## src/rtl/instr_tx.sv

```systemverilog
// Sends one 16-bit instruction to the switch/button instruction loader as two
// button-strobed bytes: byte0 {instr[3:0],opcode} then byte1 instr[11:4].
// Latency: SETUP starts 1 cycle after acceptance (2 with INSTR_TX_FIFO_EN);
// 2*(SETUP_CYCLES+2*HOLD_CYCLES) busy cycles, then a one-cycle done pulse.
// Backpressure: in_ready = idle (no FIFO) or FIFO not full (INSTR_TX_FIFO_EN).
// Build option: define INSTR_TX_FIFO_EN to buffer up to 4 instructions.

module instr_tx #(
   parameter int SETUP_CYCLES = 2,   // dip_out stable cycles before btn rises, 1..255
   parameter int HOLD_CYCLES  = 4    // btn high cycles, then btn low cycles, 3..255
) (
   input  logic        clk,
   input  logic        rst_n,
   input  logic [3:0]  in_opcode,
   input  logic [11:0] in_instr,
   input  logic        in_valid,
   output logic        in_ready,
   output logic [7:0]  dip_out,
   output logic        btn_out,
   output logic        busy,
   output logic        done
);

   typedef enum logic [1:0] {
      S_IDLE  = 2'd0,
      S_SETUP = 2'd1,
      S_HIGH  = 2'd2,
      S_LOW   = 2'd3
   } state_t;

   // Counter reload values: a phase of N cycles loads N-1 and ends at zero.
   localparam logic [7:0] LP_SETUP_LD = 8'(SETUP_CYCLES - 1);
   localparam logic [7:0] LP_HOLD_LD  = 8'(HOLD_CYCLES - 1);

   state_t      r_state;
   state_t      w_state_nxt;
   logic        r_bsel;        // 0 while sending byte0, 1 while sending byte1
   logic        w_bsel_nxt;
   logic [7:0]  r_cnt;         // cycles remaining in the current phase, minus one
   logic [7:0]  w_cnt_nxt;
   logic [7:0]  r_byte1;       // second byte held from capture until its SETUP
   logic [7:0]  w_byte1_nxt;
   logic [7:0]  r_dip;
   logic [7:0]  w_dip_nxt;
   logic        r_btn;
   logic        w_btn_nxt;
   logic        r_done;
   logic        w_done_nxt;

   // Start of a new instruction and the 16-bit word it sends ({instr, opcode}).
   logic        w_start;
   logic [15:0] w_start_dat;

`ifdef INSTR_TX_FIFO_EN

   logic [15:0] r_fifo_mem [4];
   logic [1:0]  r_wr_ptr;
   logic [1:0]  r_rd_ptr;
   logic [2:0]  r_fifo_cnt;
   logic        w_push;
   logic        w_full;
   logic        w_empty;

   assign w_full      = (r_fifo_cnt == 3'd4);
   assign w_empty     = (r_fifo_cnt == 3'd0);
   assign in_ready    = ~w_full;
   assign w_push      = in_valid & ~w_full;
   // IDLE (including the done cycle) pops the head whenever one is waiting.
   assign w_start     = (r_state == S_IDLE) & ~w_empty;
   assign w_start_dat = r_fifo_mem[r_rd_ptr];

   // FIFO pointers and occupancy; push and pop in the same cycle both happen.
   always_ff @(posedge clk) begin
      if (!rst_n) begin
         r_wr_ptr   <= 2'd0;
         r_rd_ptr   <= 2'd0;
         r_fifo_cnt <= 3'd0;
      end else begin
         if (w_push) begin
            r_wr_ptr <= r_wr_ptr + 2'd1;
         end
         if (w_start) begin
            r_rd_ptr <= r_rd_ptr + 2'd1;
         end
         r_fifo_cnt <= r_fifo_cnt + {2'b00, w_push} - {2'b00, w_start};
      end
   end

   // FIFO storage; entries are only meaningful between their push and pop.
   always_ff @(posedge clk) begin
      if (w_push) begin
         r_fifo_mem[r_wr_ptr] <= {in_instr, in_opcode};
      end
   end

`else

   // Without buffering the instruction is taken straight from the inputs, and
   // only in IDLE (the done cycle counts as IDLE), so in_valid while busy is ignored.
   assign in_ready    = (r_state == S_IDLE);
   assign w_start     = in_valid & in_ready;
   assign w_start_dat = {in_instr, in_opcode};

`endif

   // State, byte select, phase counter and registered outputs.
   always_ff @(posedge clk) begin
      if (!rst_n) begin
         r_state <= S_IDLE;
         r_bsel  <= 1'b0;
         r_cnt   <= 8'd0;
         r_byte1 <= 8'd0;
         r_dip   <= 8'd0;
         r_btn   <= 1'b0;
         r_done  <= 1'b0;
      end else begin
         r_state <= w_state_nxt;
         r_bsel  <= w_bsel_nxt;
         r_cnt   <= w_cnt_nxt;
         r_byte1 <= w_byte1_nxt;
         r_dip   <= w_dip_nxt;
         r_btn   <= w_btn_nxt;
         r_done  <= w_done_nxt;
      end
   end

   // Phase sequencing: SETUP -> HIGH -> LOW per byte, byte0 then byte1, then IDLE.
   always_comb begin
      w_state_nxt = r_state;
      w_bsel_nxt  = r_bsel;
      w_cnt_nxt   = r_cnt;
      w_byte1_nxt = r_byte1;
      w_dip_nxt   = r_dip;
      w_done_nxt  = 1'b0;

      case (r_state)
         S_IDLE: begin
            // dip_out keeps its last byte while idle; byte0 appears with SETUP.
            if (w_start) begin
               w_state_nxt = S_SETUP;
               w_bsel_nxt  = 1'b0;
               w_cnt_nxt   = LP_SETUP_LD;
               w_dip_nxt   = w_start_dat[7:0];
               w_byte1_nxt = w_start_dat[15:8];
            end
         end
         S_SETUP: begin
            if (r_cnt == 8'd0) begin
               w_state_nxt = S_HIGH;
               w_cnt_nxt   = LP_HOLD_LD;
            end else begin
               w_cnt_nxt = r_cnt - 8'd1;
            end
         end
         S_HIGH: begin
            if (r_cnt == 8'd0) begin
               w_state_nxt = S_LOW;
               w_cnt_nxt   = LP_HOLD_LD;
            end else begin
               w_cnt_nxt = r_cnt - 8'd1;
            end
         end
         S_LOW: begin
            if (r_cnt == 8'd0) begin
               if (!r_bsel) begin
                  // dip_out changes only here, at the first byte1 SETUP cycle.
                  w_state_nxt = S_SETUP;
                  w_bsel_nxt  = 1'b1;
                  w_cnt_nxt   = LP_SETUP_LD;
                  w_dip_nxt   = r_byte1;
               end else begin
                  w_state_nxt = S_IDLE;
                  w_bsel_nxt  = 1'b0;
                  w_done_nxt  = 1'b1;
               end
            end else begin
               w_cnt_nxt = r_cnt - 8'd1;
            end
         end
         default: begin
            w_state_nxt = S_IDLE;
            w_bsel_nxt  = 1'b0;
         end
      endcase

      // The button is high exactly in HIGH cycles; registering it from the
      // next state keeps the pin glitch-free and aligned with the state.
      w_btn_nxt = (w_state_nxt == S_HIGH);
   end

   assign dip_out = r_dip;
   assign btn_out = r_btn;
   assign busy    = (r_state != S_IDLE);
   assign done    = r_done;

endmodule

```

## config.mk

```make
export PLATFORM = sky130hd
export DESIGN_NAME = instr_tx
export DESIGN_NICKNAME = d
export VERILOG_FILES = /design/src/rtl/instr_tx.sv
export SDC_FILE = /design/constraint.sdc
export NUM_CORES = 1
export LEC_CHECK = 0
export CORE_UTILIZATION = 30
export DETAILED_ROUTE_END_ITERATION = 10
export PLACE_DENSITY = 0.62
export SYNTH_ARGS = -nofsm -noshare
export SYNTH_HDL_FRONTEND = slang
export SYNTH_SLANG_ARGS = --single-unit
export TNS_END_PERCENT = 100
```

## constraint.sdc

```tcl
create_clock -name clk -period 3.8 [get_ports clk]
set_input_delay 0.76 -clock clk [delete_from_list [all_inputs] [get_ports clk]]
set_output_delay 0.76 -clock clk [all_outputs]
set_load 0.02 [all_outputs]
```

==> summary.txt <==
Placement
  – Final Wtd Congestion: between 0.7 and 0.8
  – Port Buffers: 30
  – Detailed placement HPWL: around 2500 um

Finish
  – P&R area growth vs syn: 30.21%
  – Fin nets: 220
  – Layout cells sized above 1: 10.71%
  – FILL cells: about 480
  – # diodes: 0
  – Final core occ: approximately 41%

Worst setup path
  – Worst Setup End Kind: output port
  – CP arrival: 1.91 ns
  – Crit-path most repeated cell: inv_1
  – Crit Reg-Reg Startpoint: r_cnt[0]
  – Critical-path cell list: inv_1 -> ha_1 -> buf_4 -> inv_1 -> clkdlybuf4s50_1
  – Crit-path max FO: 18
  – CP startpoint kind: flip-flop
  – Worst endpoint required time: between 3 and 4 ns
  – Origin of the worst setup path: r_state[0]
  – Slowest cell on the critical path: clkdlybuf4s50_1
  – Worst path max stage delay: between 0.6 and 0.7 ns
  – Type of the worst setup path: flip-flop to output port

CTS
  – Post-CTS Hold Buffers: 0
  – Post-CTS setup buffers: 0
  – Resized cells post-CTS: 0
  – Clock slew at reported path FFs: about 0.070 ns
  – Cts bufs inserted: 5
  – Maximum root-to-sink buffer count: 2
  – CTS tree: done
  – Clk root buf: clkbuf_8
  – Clk_lat worst skew: ~0.29 ns
  – Clock tree sinks: 29
  – H-tree depth: 2

Detailed routing
  – Vias per inst: approximately 5.0
  – Routed vias: 1318
  – DR WL/cell: around 13 um
  – Detail Route Antenna Nets: 0
  – Drc violations: 0
  – DRT iter0 DRCs: 101
  – Post-Route WL: around 3500 um
  – First-pass DRT Iterations: 5

Hold path
  – Worst min-delay path category: flip-flop to flip-flop
  – Worst hold start: r_byte1[0]

Timing
  – Final worst-path cycle share: 70.18%
  – Max Slew Vio Count: 0
  – Slew headroom: 63.39%
  – Final TNS setup: 0 ns
  – Max Clock Skew: 0.007366 ns
  – Final Hold Vio Count: 0
  – Top achievable clock speed: between 0.3 and 0.4 GHz
  – Slew at the pin closest to its max-slew limit: about 0.54 ns
  – Final Critical Period: 2.667 ns
  – WHS: 0.4613 ns
  – RSZ-0062 raised after global routing: false
  – Final number of setup-violating endpoints: 0

Synth
  – Post-Syn Area: 1470 um^2
  – Synthesized instance count: around 160
  – Number of enable flip-flop cells after synthesis: 0
  – #FFs+latches synth: 29
  – Yosys Warn Count: 0
  – Ys async rst share: 0%
  – Syn Nets: about 190
  – Dominant synthesized flop cell: dfxtp_1
  – Syn avg cell area: between 9 and 10 um^2
  – Sequential area share after synthesis: ~39%
  – Netlist cell types: 39

Floorplan
  – Die W: between 70 and 80 um
  – Die Area: just over 5000 um^2
  – Initial Util: a little under a third
  – Row count: 25
  – Die Height: approximately 72 um
  – Core ar.: approximately 4700 um^2
  – I/O Pins: 31

Global routing
  – Largest net degree at the start of global routing: 20
  – First-pass GRT wire length: 5727 um
  – Grt total ovfl: 0
  – Vias in the first global route: roughly 1200
  – All-Layer GR Usage: 14.50%
  – Initial antenna violation count: 0

Power
  – Power Total: around 1.6 mW
  – Pwr dens: around 820 nW/um^2
  – Worst ir drop on vdd: 0.2921 mV
  – Lkg Pwr: around 0.68 nW

Run status
  – Outcome: finished, final reports clean

Flow run
  – # Max-Cap Violations: 0
[per-stage QoR]
step / area, um^2 / worst slack (ns) / instances
floorplan: 1470 / 1.830 / 163
global placement: 1828 / 1.259 / 255
detailed placement: 1828 / 1.220 / 255
CTS: 1914 / 1.128 / 263
global route: 1914 / 1.038 / 263
finish: 1914 / 1.133 / 263
[worst max-delay path, delay by kind of cell (launching register included)]
kind	cells	cell delay, ns
adders and majority gates	1	0.19
buffers and inverters	4	1.07
DFF	1	0.36
[area by class of cell]
type / count / area, um^2 / share of cell area [%]
Clock inverter: 3 / 17.52 / 0.9150
Inverter: 10 / 37.54 / 1.961
Timing Repair Buffer: 33 / 322.8 / 16.86
Sequential cell: 29 / 580.6 / 30.33
Clock buffer: 5 / 68.82 / 3.595
Tap cell: 67 / 83.83 / 4.379
Multi-Input combinational cell: 116 / 803.3 / 41.96
[kinds of logic (layout without fill, tap and decap cells)]
kind of cell | count (synthesis) | after routing | synth area share (%)
AOI/OAI and AO/OA | 54 | 54 | 25.96
and+or+nand+nor | 47 | 47 | 17.45
buffers and inverters | 18 | 51 | 5.872
muxes | 9 | 9 | 6.128
adders and majority gates | 6 | 6 | 5.106
DFF | 29 | 29 | 39.49
[Yosys cell counts (all sizes together) (2+ instances only)]
library cell	instances	share of area (%)
inv	9	2.3
ha	6	5.1
or4	3	1.5
clkbuf	5	1.3
nand2	11	2.8
a211oi	9	5.3
or3	4	1.9
nor2	7	1.8
dfxtp	29	39
nor3	2	0.68
buf	3	2.0
o31ai	4	3.0
o21ai	8	3.5
o2111ai	2	1.2
a21oi	25	8.5
nand3	11	3.7
mux2i	9	6.1
[worst paths after layout]
kind / end / slack [ns] / cells after the start
setup / recovery: busy / 1.13 / 5
hold / removal: r_byte1[0] / 0.46 / 2
setup reg to reg: dip_out[1] / 1.61 / 6
hold reg to reg: r_byte1[0] / 0.46 / 2
[state kept, by name, indices dropped and copies added (netlist names)]
| signal | flops |
|---|---|
| btn_out | 1 |
| dip_out | 8 |
| done | 1 |
| r_bsel | 1 |
| r_byte1 | 8 |
| r_cnt | 8 |
| r_state | 2 |
[report_power, final]
| group | total (mW) | switching (mW) | leakage [nW] | internal, mW |
|---|---|---|---|---|
| Sequential | 0.473 | 0.0732 | 0.238 | 0.400 |
| Clock | 0.251 | 0.125 | 0.0439 | 0.126 |
| Combinational | 0.854 | 0.495 | 0.396 | 0.359 |
[cell usage in the layout (no fill, tap or decap), types with 2 or more instances in the layout]
master,netlist,layout
or3_1,2,2
a211oi_2,2,2
mux2i_1,9,9
nor3_1,2,2
o2111ai_1,2,2
o31ai_1,3,3
a21oi_1,25,25
inv_1,9,9
o21ai_0,5,5
o21ai_1,2,2
a211oi_1,7,7
or4_1,3,3
buf_4,1,3
nor2_1,7,7
nand3_1,11,11
or3_2,2,2
nand2_1,11,11
clkdlybuf4s50_1,0,30
ha_1,6,6
clkinv_2,0,2
clkbuf_8,0,5
dfxtp_1,29,29
[routing by layer]
metal,vias up,GRT usage (%),share of wire [%]
li1,669,-,-
met1,607,20.31,51
met2,36,20.75,43
met3,6,3.333,3.7
met4,0,7.407,2.2
met5,-,0,0
(Power assumes the default switching activity.)
==> patch: new RTL, config.mk and constraints unchanged <==
The option `INSTR_TX_FIFO_EN` is turned on by a define.
--- a/src/rtl/instr_tx.sv
+++ b/src/rtl/instr_tx.sv
@@ -6,2 +6,4 @@
 // Build option: define INSTR_TX_FIFO_EN to buffer up to 4 instructions.
+
+`define INSTR_TX_FIFO_EN
 
Behaviour: not the same (a bounded check fails within 4 cycles, from zero or initial values and one cycle with rst_n low).
==> patch against the original RTL <==
The flow now finishes with violations (DRC); setup slack worse by 0.28 ns; power up 130%; die area rose to 2.8 times the old value; largest power group is now sequential cells; sequential cell count up 73; design area rose to 2.6 times the old value; non-clock buffer count down 1; wire length up 140%; count of clock-buffer cells in the layout up 4; area after synthesis rose to 2.9 times the old value; largest cell class is now flip-flops and latches; sequential share of layout area up 23 points; register-to-register slack worse by 0.76 ns.
==> patch: results <==
route:
  totalWireLength_um: 8317
  route.detailed.drc: 2
  drtPass1Iterations: 7
grt:
  grt_pass1_wl_um: 13390
  grt_max_degree: 34
  grt_usage_pct: 12.44
finish:
  final_nets: 357
  final_util_pct: 36.30
  drive_gt1_share_pct: 12.12
  nFillCells: 1346
placed_design:
  gp_congestion: 0.7346
  place_ws_ns: 0.8626
  dp_hpwl_um: 5348
  placed_area_um2: 4736
synthesis:
  synth_cell_type_count: 51
  synthTopCellsByArea: "edfxtp_1 45%, dfxtp_1 18%, mux4_2 8.5%, ha_1 3.5%, a21oi_1 1.9%"
  synth_edf_count: 64
  synth_seq_area_share_pct: 62.95
  synth_nets: 327
  yosys-top-cells-count: "64 x edfxtp_1, 38 x dfxtp_1, 21 x nand2_1"
  postSynthAreaPerCell_um2: 14.45
outcome:
  status: "complete, but fails checks"
  violations: "DRC"
worst_setup_path:
  critical_path.slowest_cell: "ha_1"
  cp_top_family: "adder cells"
  cpPeakStageDelay_ns: 0.38
  ff2ff_path_depth: 12
  cp.arrival_ns: 3.19
  crit_end: "r_fifo_cnt[2]"
  crit_start: "r_state[1]"
  crit_fanout: 12
  r2r_slack_ns: 0.85
sta:
  min_period_over_period_pct: 77.58
  tightest_slew_ns: 1.231
  skew_ns: 0.008418
cts:
  htree_levels: 3
  clkLatencyLatePin_ns: 0.35
  clockRootBuffer: "clkbuf_16"
pwr:
  total_power_mw: 3.707
  power.leakage_nw: 1.713
-- patch: cell count changes in the layout (fill, tap and decap cells not counted), moves of 6 or more --
cell,before,now
clkbuf_16,0,9
a211oi_1,7,1
a21oi_1,25,16
a21boi_0,0,9
nand3_1,11,1
and2_1,1,7
nand2_1,11,21
o31ai_1,3,9
ha_1,6,12
mux4_2,0,16
edfxtp_1,0,64
dfxtp_1,29,38
-- patch: logic make-up after synthesis --
family	Yosys count	synth area share, %
mux	24	10.33
compound gates	58	9.601
xor+xnor	6	1.233
simple gates	67	9.278
flops	102	62.95
fa+ha+maj	13	3.993
buf+inv	25	2.613
-- patch: report_power, final --
group	switching (mW)	leakage, nW	internal, mW
logic	0.689	0.665	0.539
clock network	0.428	0.149	0.521
registers	0.141	0.899	1.39
-- patch: worst min path at each step --
stage,from,endpoint,slack [ns],cells past startpoint
2_1_floorplan,r_byte1[0],r_byte1[0],0.44,2
3_3_place_gp,r_byte1[6],r_byte1[6],0.46,2
3_5_place_dp,r_byte1[5],r_byte1[5],0.47,2
4_1_cts,r_byte1[0],r_byte1[0],0.48,2
5_1_grt,r_byte1[0],r_byte1[0],0.50,2
6_report,r_byte1[2],r_byte1[2],0.48,2
-- patch: routing by layer --
metal  track usage (%)  wire length [µm]  vias to the layer above
met5                 0                 0                        -
met4             4.475               133                        0
met3             3.712               340                       10
met2             21.11              4252                       48
met1             14.88              3590                     1222
li1                  -                 -                     1176
-- patch: final cells by class --
| cell class | count | share of cell area, % |
|---|---|---|
| sequential | 102 | 53.24 |
| multi-input combinational | 168 | 29.13 |
| timing repair buffer | 32 | 6.258 |
| clock buffer | 9 | 4.470 |
| tap | 180 | 4.470 |
| clock inverter | 7 | 1.540 |
| inverter | 12 | 0.8940 |
